## config.mk

```make
export PLATFORM = sky130hd
export DESIGN_NAME = jtcop_mcu_mbox_flat
export DESIGN_NICKNAME = d
export VERILOG_FILES = /design/src/rtl/jtcop_mcu_mbox_if.sv /design/src/rtl/jtcop_mcu_mbox.sv /design/src/flat_wrapper.sv
export SDC_FILE = /design/constraint.sdc
export NUM_CORES = 1
export LEC_CHECK = 0
export ABC_AREA = 1
export BUFFER_PORTS_ARGS = -buffer_cell sky130_fd_sc_hd__buf_2
export CAP_MARGIN = 25
export CORE_UTILIZATION = 50
export DETAILED_ROUTE_END_ITERATION = 7
export PLACE_DENSITY_LB_ADDON = 0.05
export SYNTH_ARGS = -nofsm -noshare
export SYNTH_HDL_FRONTEND = slang
export SYNTH_SLANG_ARGS = --single-unit
```

## constraint.sdc

```tcl
create_clock -name clk -period 1.6 [get_ports clk]
set_clock_uncertainty 0.2 [all_clocks]
set_input_delay 0.16 -clock clk [delete_from_list [all_inputs] [get_ports clk]]
set_output_delay 0.16 -clock clk [all_outputs]
set_load 0.03 [all_outputs]
```

## src/rtl/jtcop_mcu_mbox_if.sv

```systemverilog
// Bus bundle between the 68000 mailbox select / i8751 port strobes and the mailbox.
// The mailbox uses the slave modport; whoever drives the CPU and MCU side uses master.
interface jtcop_mcu_mbox_if;
  logic        cpu_cs;
  logic        cpu_addr;
  logic        cpu_rnw;
  logic [1:0]  cpu_dsn;
  logic [15:0] cpu_dout;
  logic [15:0] cpu_din;
  logic [7:0]  mcu_p0o;
  logic        mcu_rdhi;
  logic        mcu_rdlo;
  logic        mcu_wrhi;
  logic        mcu_wrlo;
  logic        mcu_intack_n;
  logic [7:0]  mcu_p0i;
  logic        mcu_intn;
  logic        nexirq;

  modport master (
    output cpu_cs, cpu_addr, cpu_rnw, cpu_dsn, cpu_dout,
    output mcu_p0o, mcu_rdhi, mcu_rdlo, mcu_wrhi, mcu_wrlo, mcu_intack_n,
    input  cpu_din, mcu_p0i, mcu_intn, nexirq
  );

  modport slave (
    input  cpu_cs, cpu_addr, cpu_rnw, cpu_dsn, cpu_dout,
    input  mcu_p0o, mcu_rdhi, mcu_rdlo, mcu_wrhi, mcu_wrlo, mcu_intack_n,
    output cpu_din, mcu_p0i, mcu_intn, nexirq
  );
endinterface

```

## src/rtl/jtcop_mcu_mbox.sv

```systemverilog
// 68000-side command/response mailbox towards the i8751 MCU.
// Optional command watchdog enabled by defining JTCOP_MBOX_TIMEOUT_EN.
module jtcop_mcu_mbox #(
  parameter bit IRQ_EN = 1'b1,
  parameter int TOUT_W = 16
) (
  input  logic             clk,
  input  logic             rst_n,
  jtcop_mcu_mbox_if.slave  bus
);

  logic [15:0] r_cmd, r_resp, r_din;
  logic [7:0]  r_p0i;
  logic        r_cmd_full, r_resp_full, r_ovr, r_intn, r_nexirq;
  logic        r_cs_d, r_rdhi_d, r_rdlo_d, r_wrhi_d, r_wrlo_d;

  logic w_act, w_dwr, w_swr, w_drd, w_srd;
  logic w_rdhi, w_rdlo, w_wrhi, w_wrlo;
  logic w_expire, w_tout;

  // One action per bus cycle: only the rising edge of the select counts
  assign w_act  = bus.cpu_cs & ~r_cs_d;
  assign w_dwr  = w_act & ~bus.cpu_rnw & ~bus.cpu_addr;
  assign w_swr  = w_act & ~bus.cpu_rnw &  bus.cpu_addr;
  assign w_drd  = w_act &  bus.cpu_rnw & ~bus.cpu_addr;
  assign w_srd  = w_act &  bus.cpu_rnw &  bus.cpu_addr;

  assign w_rdhi = bus.mcu_rdhi & ~r_rdhi_d;
  assign w_rdlo = bus.mcu_rdlo & ~r_rdlo_d;
  assign w_wrhi = bus.mcu_wrhi & ~r_wrhi_d;
  assign w_wrlo = bus.mcu_wrlo & ~r_wrlo_d;

`ifdef JTCOP_MBOX_TIMEOUT_EN
  logic [TOUT_W-1:0] r_tcnt, w_tnext;
  logic              r_tout;

  assign w_tnext  = r_tcnt + 1'b1;
  // Expiry is the cycle the counter reaches all-ones; a fresh write or a final
  // low-byte read in that same cycle takes precedence
  assign w_expire = r_cmd_full & (&w_tnext) & ~w_dwr & ~w_rdlo;
  assign w_tout   = r_tout;

  always_ff @(posedge clk or negedge rst_n) begin
    if (!rst_n) begin
      r_tcnt <= '0;
      r_tout <= 1'b0;
    end else begin
      if (w_dwr || !r_cmd_full || w_expire) r_tcnt <= '0;
      else                                 r_tcnt <= w_tnext;
      if (w_swr && bus.cpu_dout[3]) r_tout <= 1'b0;
      if (w_expire)                 r_tout <= 1'b1;
    end
  end
`else
  logic [TOUT_W-1:0] w_tout_unused;
  assign w_tout_unused = '0;
  assign w_expire      = 1'b0;
  assign w_tout        = 1'b0;
`endif

  always_ff @(posedge clk or negedge rst_n) begin
    if (!rst_n) begin
      r_cs_d   <= 1'b0;
      r_rdhi_d <= 1'b0;
      r_rdlo_d <= 1'b0;
      r_wrhi_d <= 1'b0;
      r_wrlo_d <= 1'b0;
    end else begin
      r_cs_d   <= bus.cpu_cs;
      r_rdhi_d <= bus.mcu_rdhi;
      r_rdlo_d <= bus.mcu_rdlo;
      r_wrhi_d <= bus.mcu_wrhi;
      r_wrlo_d <= bus.mcu_wrlo;
    end
  end

  // Later assignments win: the statement order encodes collision priority
  always_ff @(posedge clk or negedge rst_n) begin
    if (!rst_n) begin
      r_cmd       <= 16'd0;
      r_resp      <= 16'd0;
      r_din       <= 16'd0;
      r_p0i       <= 8'd0;
      r_cmd_full  <= 1'b0;
      r_resp_full <= 1'b0;
      r_ovr       <= 1'b0;
      r_intn      <= 1'b1;
      r_nexirq    <= 1'b1;
    end else begin
      if (!bus.mcu_intack_n) r_intn <= 1'b1;
      if (w_rdhi) r_p0i <= r_cmd[15:8];
      if (w_rdlo) begin
        r_p0i      <= r_cmd[7:0];
        r_cmd_full <= 1'b0;
      end
      if (w_expire) begin
        r_cmd_full <= 1'b0;
        r_intn     <= 1'b1;
      end
      if (w_wrhi) r_resp[15:8] <= bus.mcu_p0o;
      if (w_dwr) begin
        if (!bus.cpu_dsn[1]) r_cmd[15:8] <= bus.cpu_dout[15:8];
        if (!bus.cpu_dsn[0]) r_cmd[7:0]  <= bus.cpu_dout[7:0];
        r_cmd_full <= 1'b1;
        r_intn     <= 1'b0;
        if (r_cmd_full) r_ovr <= 1'b1;
      end
      if (w_swr && bus.cpu_dout[2]) r_ovr <= 1'b0;
      if (w_drd) begin
        r_din       <= r_resp;
        r_resp_full <= 1'b0;
        r_nexirq    <= 1'b1;
      end
      if (w_srd) r_din <= {12'd0, w_tout, r_ovr, r_resp_full, r_cmd_full};
      if (w_wrlo) begin
        r_resp[7:0] <= bus.mcu_p0o;
        r_resp_full <= 1'b1;
        if (IRQ_EN) r_nexirq <= 1'b0;
      end
    end
  end

  assign bus.cpu_din  = r_din;
  assign bus.mcu_p0i  = r_p0i;
  assign bus.mcu_intn = r_intn;
  assign bus.nexirq   = r_nexirq;

endmodule
```

## src/flat_wrapper.sv

```systemverilog
// flat-port wrapper written by rule: the top's interface ports become plain ports
module jtcop_mcu_mbox_flat 
#(
  parameter bit IRQ_EN = 1'b1,
  parameter int TOUT_W = 16
)
  (clk, rst_n, bus_cpu_cs, bus_cpu_addr, bus_cpu_rnw, bus_cpu_dsn, bus_cpu_dout, bus_mcu_p0o, bus_mcu_rdhi, bus_mcu_rdlo, bus_mcu_wrhi, bus_mcu_wrlo, bus_mcu_intack_n, bus_cpu_din, bus_mcu_p0i, bus_mcu_intn, bus_nexirq);
  jtcop_mcu_mbox_if bus_i ();
  input  logic clk;
  input  logic rst_n;
  input wire logic [$bits(bus_i.cpu_cs)-1:0] bus_cpu_cs;
  input wire logic [$bits(bus_i.cpu_addr)-1:0] bus_cpu_addr;
  input wire logic [$bits(bus_i.cpu_rnw)-1:0] bus_cpu_rnw;
  input wire logic [$bits(bus_i.cpu_dsn)-1:0] bus_cpu_dsn;
  input wire logic [$bits(bus_i.cpu_dout)-1:0] bus_cpu_dout;
  input wire logic [$bits(bus_i.mcu_p0o)-1:0] bus_mcu_p0o;
  input wire logic [$bits(bus_i.mcu_rdhi)-1:0] bus_mcu_rdhi;
  input wire logic [$bits(bus_i.mcu_rdlo)-1:0] bus_mcu_rdlo;
  input wire logic [$bits(bus_i.mcu_wrhi)-1:0] bus_mcu_wrhi;
  input wire logic [$bits(bus_i.mcu_wrlo)-1:0] bus_mcu_wrlo;
  input wire logic [$bits(bus_i.mcu_intack_n)-1:0] bus_mcu_intack_n;
  output wire logic [$bits(bus_i.cpu_din)-1:0] bus_cpu_din;
  output wire logic [$bits(bus_i.mcu_p0i)-1:0] bus_mcu_p0i;
  output wire logic [$bits(bus_i.mcu_intn)-1:0] bus_mcu_intn;
  output wire logic [$bits(bus_i.nexirq)-1:0] bus_nexirq;
  assign bus_i.cpu_cs = bus_cpu_cs;
  assign bus_i.cpu_addr = bus_cpu_addr;
  assign bus_i.cpu_rnw = bus_cpu_rnw;
  assign bus_i.cpu_dsn = bus_cpu_dsn;
  assign bus_i.cpu_dout = bus_cpu_dout;
  assign bus_i.mcu_p0o = bus_mcu_p0o;
  assign bus_i.mcu_rdhi = bus_mcu_rdhi;
  assign bus_i.mcu_rdlo = bus_mcu_rdlo;
  assign bus_i.mcu_wrhi = bus_mcu_wrhi;
  assign bus_i.mcu_wrlo = bus_mcu_wrlo;
  assign bus_i.mcu_intack_n = bus_mcu_intack_n;
  assign bus_cpu_din = bus_i.cpu_din;
  assign bus_mcu_p0i = bus_i.mcu_p0i;
  assign bus_mcu_intn = bus_i.mcu_intn;
  assign bus_nexirq = bus_i.nexirq;
  jtcop_mcu_mbox #(.IRQ_EN(IRQ_EN), .TOUT_W(TOUT_W)) u_core (.clk(clk), .rst_n(rst_n), .bus(bus_i));
endmodule
```

==> results of run 1 <==
==> cell families after synthesis <==
group,Yosys count,synth area share
buffers and inverters,49,0.0861
DFF,66,0.599
and+or+nand+nor,142,0.244
AOI/OAI and AO/OA,39,0.0707
==> cell type report <==
type	count	area (um2)	area share
flip-flops and latches	66	1650	0.454
clock buffers	12	155	0.0426
well taps	70	87.6	0.0240
inverters	38	143	0.0391
repair buffers	98	679	0.186
clock inverters	4	50.0	0.0137
multi-input cells	181	877	0.241
==> synthesized netlist by cell type, drive strengths merged <==
master,n,share of area
buf,11,0.034
nand2,88,0.12
nor2,16,0.027
dfrtp,64,0.58
clkinv,2,0.0027
dfstp,2,0.019
nand4,25,0.068
nand3,12,0.024
a21oi,7,0.013
nor3,1,0.0018
o21ai,32,0.058
inv,36,0.049
==> registers in the layout, summed over array words and instances (netlist names) <==
signal / flops
u_core.bus.cpu_din: 16
u_core.bus.mcu_intn: 1
u_core.bus.mcu_p0i: 8
u_core.bus.nexirq: 1
u_core.r_cmd: 16
u_core.r_cmd_full: 1
u_core.r_cs_d: 1
u_core.r_ovr: 1
u_core.r_rdhi_d: 1
u_core.r_rdlo_d: 1
u_core.r_resp: 16
u_core.r_resp_full: 1
u_core.r_wrhi_d: 1
u_core.r_wrlo_d: 1
==> through the flow <==
| step | std cells | util |
|---|---|---|
| 2_1_floorplan | 296 | - |
| 3_3_place_gp | 421 | 0.597 |
| 3_5_place_dp | 421 | 0.597 |
| 4_1_cts | 469 | 0.698 |
| 5_1_grt | 469 | 0.700 |
| 6_report | 469 | 0.700 |
==> worst max path at each step <==
stage / endpoint / slack [ps] / cells past startpoint
after CTS: u_core.bus.cpu_din[7] / 60 / 6
after floorplan: u_core.bus.cpu_din[1] / 300 / 6
after global routing: u_core.r_cmd[5] / 30 / 8
final: u_core.r_cmd[2] / 100 / 8
after detailed placement: u_core.bus.cpu_din[7] / 170 / 3
after global placement: u_core.r_cmd[1] / 230 / 5
==> placed cells by master, fill, tap and decap left out, types with 2 or more instances in the layout <==
| cell type | count |
|---|---|
| nand2_1 | 85 |
| dfrtp_1 | 64 |
| buf_2 | 61 |
| inv_1 | 34 |
| dlygate4sd3_1 | 32 |
| o21ai_0 | 25 |
| nand4_1 | 23 |
| nor2_1 | 14 |
| nand3_1 | 11 |
| clkbuf_8 | 11 |
| o21ai_1 | 7 |
| a21oi_1 | 7 |
| buf_4 | 3 |
| nor2_4 | 2 |
| inv_2 | 2 |
| clkinv_1 | 2 |
| nand4_4 | 2 |
| nand2_2 | 2 |
| clkinvlp_4 | 2 |
| dfstp_2 | 2 |
==> layer usage <==
metal | GRT usage | up-vias
met5 | 0 | -
met3 | 0.0419 | 9
li1 | - | 1159
met4 | 0.0981 | 0
met1 | 0.328 | 1080
met2 | 0.329 | 69
==> critical path, stage by stage <==
cell and delay (ps):
dlygate4sd3_1 530, buf_2 130, inv_1 60, nor2_4 170, buf_6 170, nand4_4 140
nand2_1 110, nand2_1 50
==> repair_timing <==
| item | CTS | global route |
|---|---|---|
| hold endpoints to repair | 111 | 0 |
| hold buffers | 32 | 0 |
| resized for setup | 0 | 2 |
| buffers inserted | 0 | 0 |
| setup endpoints to repair | 0 | 2 |
==> power breakdown <==
group / internal, uW / switching [uW]
Clock: 803 / 626
Sequential: 1930 / 130
Combinational: 310 / 558
Total: 3040 / 1310
==> summary.txt, run 1 <==
Status: finished clean
Die width: 76.3 um
Post-layout minimum cycle time: 1500 ps
Largest net degree at the start of global routing: 67
Core area: 5200 um2
DR DRC count: 0
Final worst slack: 96.6 ps
Worst-margin pin slew: 481 ps
Routed WL: 5880 um
IO Port Bufs: 61
WL met1: 2880 um
Row count: 26
Root Buffer: clkbuf_8
Met2 WL: 2660 um
Clock Latency Late Sink: 330 ps
Diode count: 0
Sink Count: 66
Hold path start: bus_cpu_addr
Sequential share of the synthesized area: 0.599
GRT Residual Overflow: 0
Fin Setup TNS: 0 ps
Die area: 5820 um2
Post-synth cell types: 21
Tot GR Track Use: 0.225
Worst Path Max Fanout: 8
Mapped cell area: 2760 um2
Detailed-route via count: 2,317
Filler Cell Count: 433
Critical Path AT: 1530 ps
Reg2Reg Depth: 5
CP startpoint: bus_cpu_cs
Routed Antenna Nets: 0
Drt initial violations: 125
R2R Path End: u_core.r_cmd[2]
Slew Limit Headroom: 0.679
WHS Path Cells: 4
Via density per instance: 4.94
Max-slew violation count: 0
Crit end category: register
Fmax: 0.665 GHz
Area grow syn2layout: 32.0%
Layout cells sized above 1: 0.233
Total power: 4350 uW
Routed wl met3: 258 um
1st-pass router iterations: 4
Synthesized net count: 332
TritonCTS clock tree: done
Yosys warning count: 0
Mapped Cells: 296
Starting Density: 0.531
Total CTS buffers: 9
PwrDens: 1190 nW/um2
WS Path Type: input port to register
DR WL/cell: 12.5 um
Final instance area: 3650 um2
Max clock buf depth: 2
Worst min path class: input port to register
Reg2reg setup slack: 210 ps
Fin. Hold Viols: 0
Initial antenna violation count: 0
RSZ-0062 raised after global routing: false
Synth Area per Inst: 9.33 um2
Max cap viols: 0
Hold EP: u_core.r_cmd[8]
Reg-to-reg critical path startpoint: u_core.r_cs_d
Startpoint Class: input port
#FFs+latches synth: 66
Required time of the critical path: 1620 ps
Number of setup violations in the final report: 0
Die Y: 76.3 um
Global-route wire length before repair: 10,100 um
Dpl ws: 169 ps
Final Net Count: 430
Peak supply drop: 0.664 mV
Post-DP HPWL: 3680 um
H-tree levels: 3
Final period utilization: 0.940
Hold slack: 22.9 ps
Vias in the first global route: 2,160
Cell leakage power: 0.00192 uW
Worst-path clk slew: 70 ps
IO Pins: 62
Placed instance area: 3110 um2
Routability congestion estimate: 0.805
Top routing layer in use: met4
(Power assumes the default switching activity.)
==> inputs of run 2 (changes only) <==
==> constraint.sdc (replaced) <==
create_clock -name clk -period 1.75 [get_ports clk]
set_clock_uncertainty 0.2 [all_clocks]
set_input_delay 0.175 -clock clk [delete_from_list [all_inputs] [get_ports clk]]
set_output_delay 0.175 -clock clk [all_outputs]
set_load 0.03 [all_outputs]
==> run 2 against run 1 <==
Compared with the run above:
- critical path depth unchanged
- combinational power decreased by 8.3%
- critical endpoint is now u_core.r_cmd[4]
- sequential power decreased by 8%
- flip-flop and latch count unchanged
==> summary.txt, run 2 (synthesized netlist as in run 1, its figures left out) <==
WHS Path Cells: 4 (unchanged)
PwrDens: 1040 nW/um2 (-13%)
1st-pass router iterations: 5 (+1)
Starting Density: 0.531 (unchanged)
Hold slack: 10.9 ps (-12.0 ps)
Global-route wire length before repair: 10,400 um (+2.2%)
Area grow syn2layout: 30.5%
GRT Residual Overflow: 0 (unchanged)
WS Path Type: input port to register
Die Y: 76.3 um (unchanged)
Worst-margin pin slew: 534 ps (+53.8 ps)
Initial antenna violation count: 0 (unchanged)
Filler Cell Count: 430 (-0.69%)
Max cap viols: 0 (unchanged)
Core area: 5200 um2 (unchanged)
Reg2reg setup slack: 340 ps (+130 ps)
Die area: 5820 um2 (unchanged)
Most common cell on crit path: nand2_1
Via density per instance: 4.83 (-2.3%)
Most frequent cells in the layout: 85 x nand2_1, 64 x dfrtp_1, 61 x buf_2
Routed WL: 5880 um (about the same)
Total CTS buffers: 9 (unchanged)
TritonCTS clock tree: done
Critical Path AT: 1540 ps (about the same)
Status: finished clean
RSZ-0062 raised after global routing: false
Crit path buf inv count: 4 (unchanged)
DR WL/cell: 12.5 um (about the same)
Crit end category: register
Fin Setup TNS: 0 ps (unchanged)
Post-layout minimum cycle time: 1530 ps
Cell leakage power: 0.00191 uW (-0.49%)
Fin. Hold Viols: 0 (unchanged)
Max-slew violation count: 0 (unchanged)
Commonest non-fill, non-tap cell in the layout: nand2_1
P_int: 2590 uW (-15%)
IO Pins: 62 (unchanged)
Net Sw Power: 1160 uW (-12%)
IO Port Bufs: 61 (unchanged)
Worst min path class: input port to register
Post-DP HPWL: 3920 um (+6.4%)
Switching share of power: 0.308 (+0.00656)
Required time of the critical path: 1760 ps (+140 ps)
Reg2Reg Depth: 5 (unchanged)
Seq pwr share: 0.503 (+0.031)
H-tree levels: 3 (unchanged)
Tot GR Track Use: 0.229 (+0.00447)
Critical Path Slowest Stage Cell: dlygate4sd3_1
DR DRC count: 0 (unchanged)
Drt initial violations: 136 (+8.8%)
Routability congestion estimate: 0.759 (-5.7%)
Combinational Power Share: 0.212 (+0.013)
Final period utilization: 0.875
Hold path start: bus_cpu_addr
Number of setup violations in the final report: 0 (unchanged)
Worst Path Max Fanout: 8 (unchanged)
Max clock buf depth: 2 (unchanged)
Diode count: 0 (unchanged)
Hold EP: u_core.r_ovr
Worst-path clk slew: 60 ps (about the same)
Startpoint Class: input port
Clock power frac: 0.285 (-0.043)
Worst path top cell family by delay: buffers and inverters
Vias in the first global route: 2,169 (+0.42%)
Largest net degree at the start of global routing: 28 (-58%)
Sink Count: 66 (unchanged)
Fmax: 0.653 GHz
Die width: 76.3 um (unchanged)
Detailed-route via count: 2,263 (-2.3%)
Routed Antenna Nets: 0 (unchanged)
Peak supply drop: 0.618 mV (-7.0%)
Row count: 26 (unchanged)
# Post-CTS Setup Buffers: 0 (unchanged)
Reg-to-reg critical path startpoint: u_core.r_cs_d
Root Buffer: clkbuf_8
Clock Latency Late Sink: 330 ps (about the same)
Multi-input combinational cell area: 870 um2 (-0.86%)
Slew Limit Headroom: 0.644 (-0.0351)
Worst-path cell chain: dlygate4sd3_1 -> buf_2 -> inv_1 -> nor2_4 -> buf_4 -> nand4_4 -> nand2_1 -> nand2_1
Sequential Area: 1650 um2 (unchanged)
Final Net Count: 431 (+0.23%)
R2R Path End: u_core.r_cmd[4]
Slowest stage delay, CP: 510 ps (-20 ps)
Layout cells sized above 1: 0.228 (-0.00501)
-- run 2: through the flow --
stage,util,total power [uW],setup WS [ps],cells,area [um2]
CTS,0.693,3770,216,469,3600
global placement,0.603,2640,372,423,3140
floorplan,-,2390,447,296,2760
global route,0.693,3970,118,469,3600
detailed placement,0.603,2660,336,423,3140
finish,0.693,3750,219,469,3600
-- run 2: how the worst max path moves through the flow --
stage / slack [ps] / endpoint / cells after the start / startpoint
after floorplan: 450 / u_core.bus.cpu_din[1] / 6 / u_core.r_cs_d
after global placement: 370 / u_core.bus.cpu_din[6] / 3 / u_core.r_cs_d
after detailed placement: 340 / u_core.bus.cpu_din[3] / 3 / u_core.r_cs_d
after CTS: 220 / u_core.bus.cpu_din[3] / 6 / bus_cpu_cs
after global routing: 120 / u_core.bus.cpu_din[6] / 6 / bus_cpu_cs
final: 220 / u_core.r_cmd[4] / 8 / bus_cpu_cs
-- run 2: worst min-delay path, stage by stage --
cell and delay, ps:
buf_2 140, nand4_1 90, nand2_1 40, nand2_1 50
-- run 2: routing by layer --
metal  track usage  vias to the layer above  part of all wire
met5             0                        -                 0
met4        0.0981                        0             0.017
met3        0.0431                       11             0.037
met2         0.315                       59              0.45
met1         0.352                     1039              0.50
li1              -                     1154                 -
-- run 2: power groups by stage --
stage	Combinational (uW)	Sequential, uW	Clock [uW]
3_5_place_dp	747	1910	0
3_3_place_gp	734	1900	0
2_1_floorplan	302	2080	0
6_report	796	1890	1070
4_1_cts	802	1880	1090
5_1_grt	893	1910	1160
-- run 2: repair_timing --
item	CTS	global route
hold buffers	31	0
endpoints found under the hold margin	58	0
resized for setup	0	0
-- run 2: area by class of cell --
type                    instances  share of cell area
clock buffers                  14              0.0423
clock inverters                 1             0.00139
inverters                      38              0.0396
multi-input cells             181               0.241
flip-flops and latches         66               0.459
well taps                      70              0.0243
repair buffers                 99               0.192
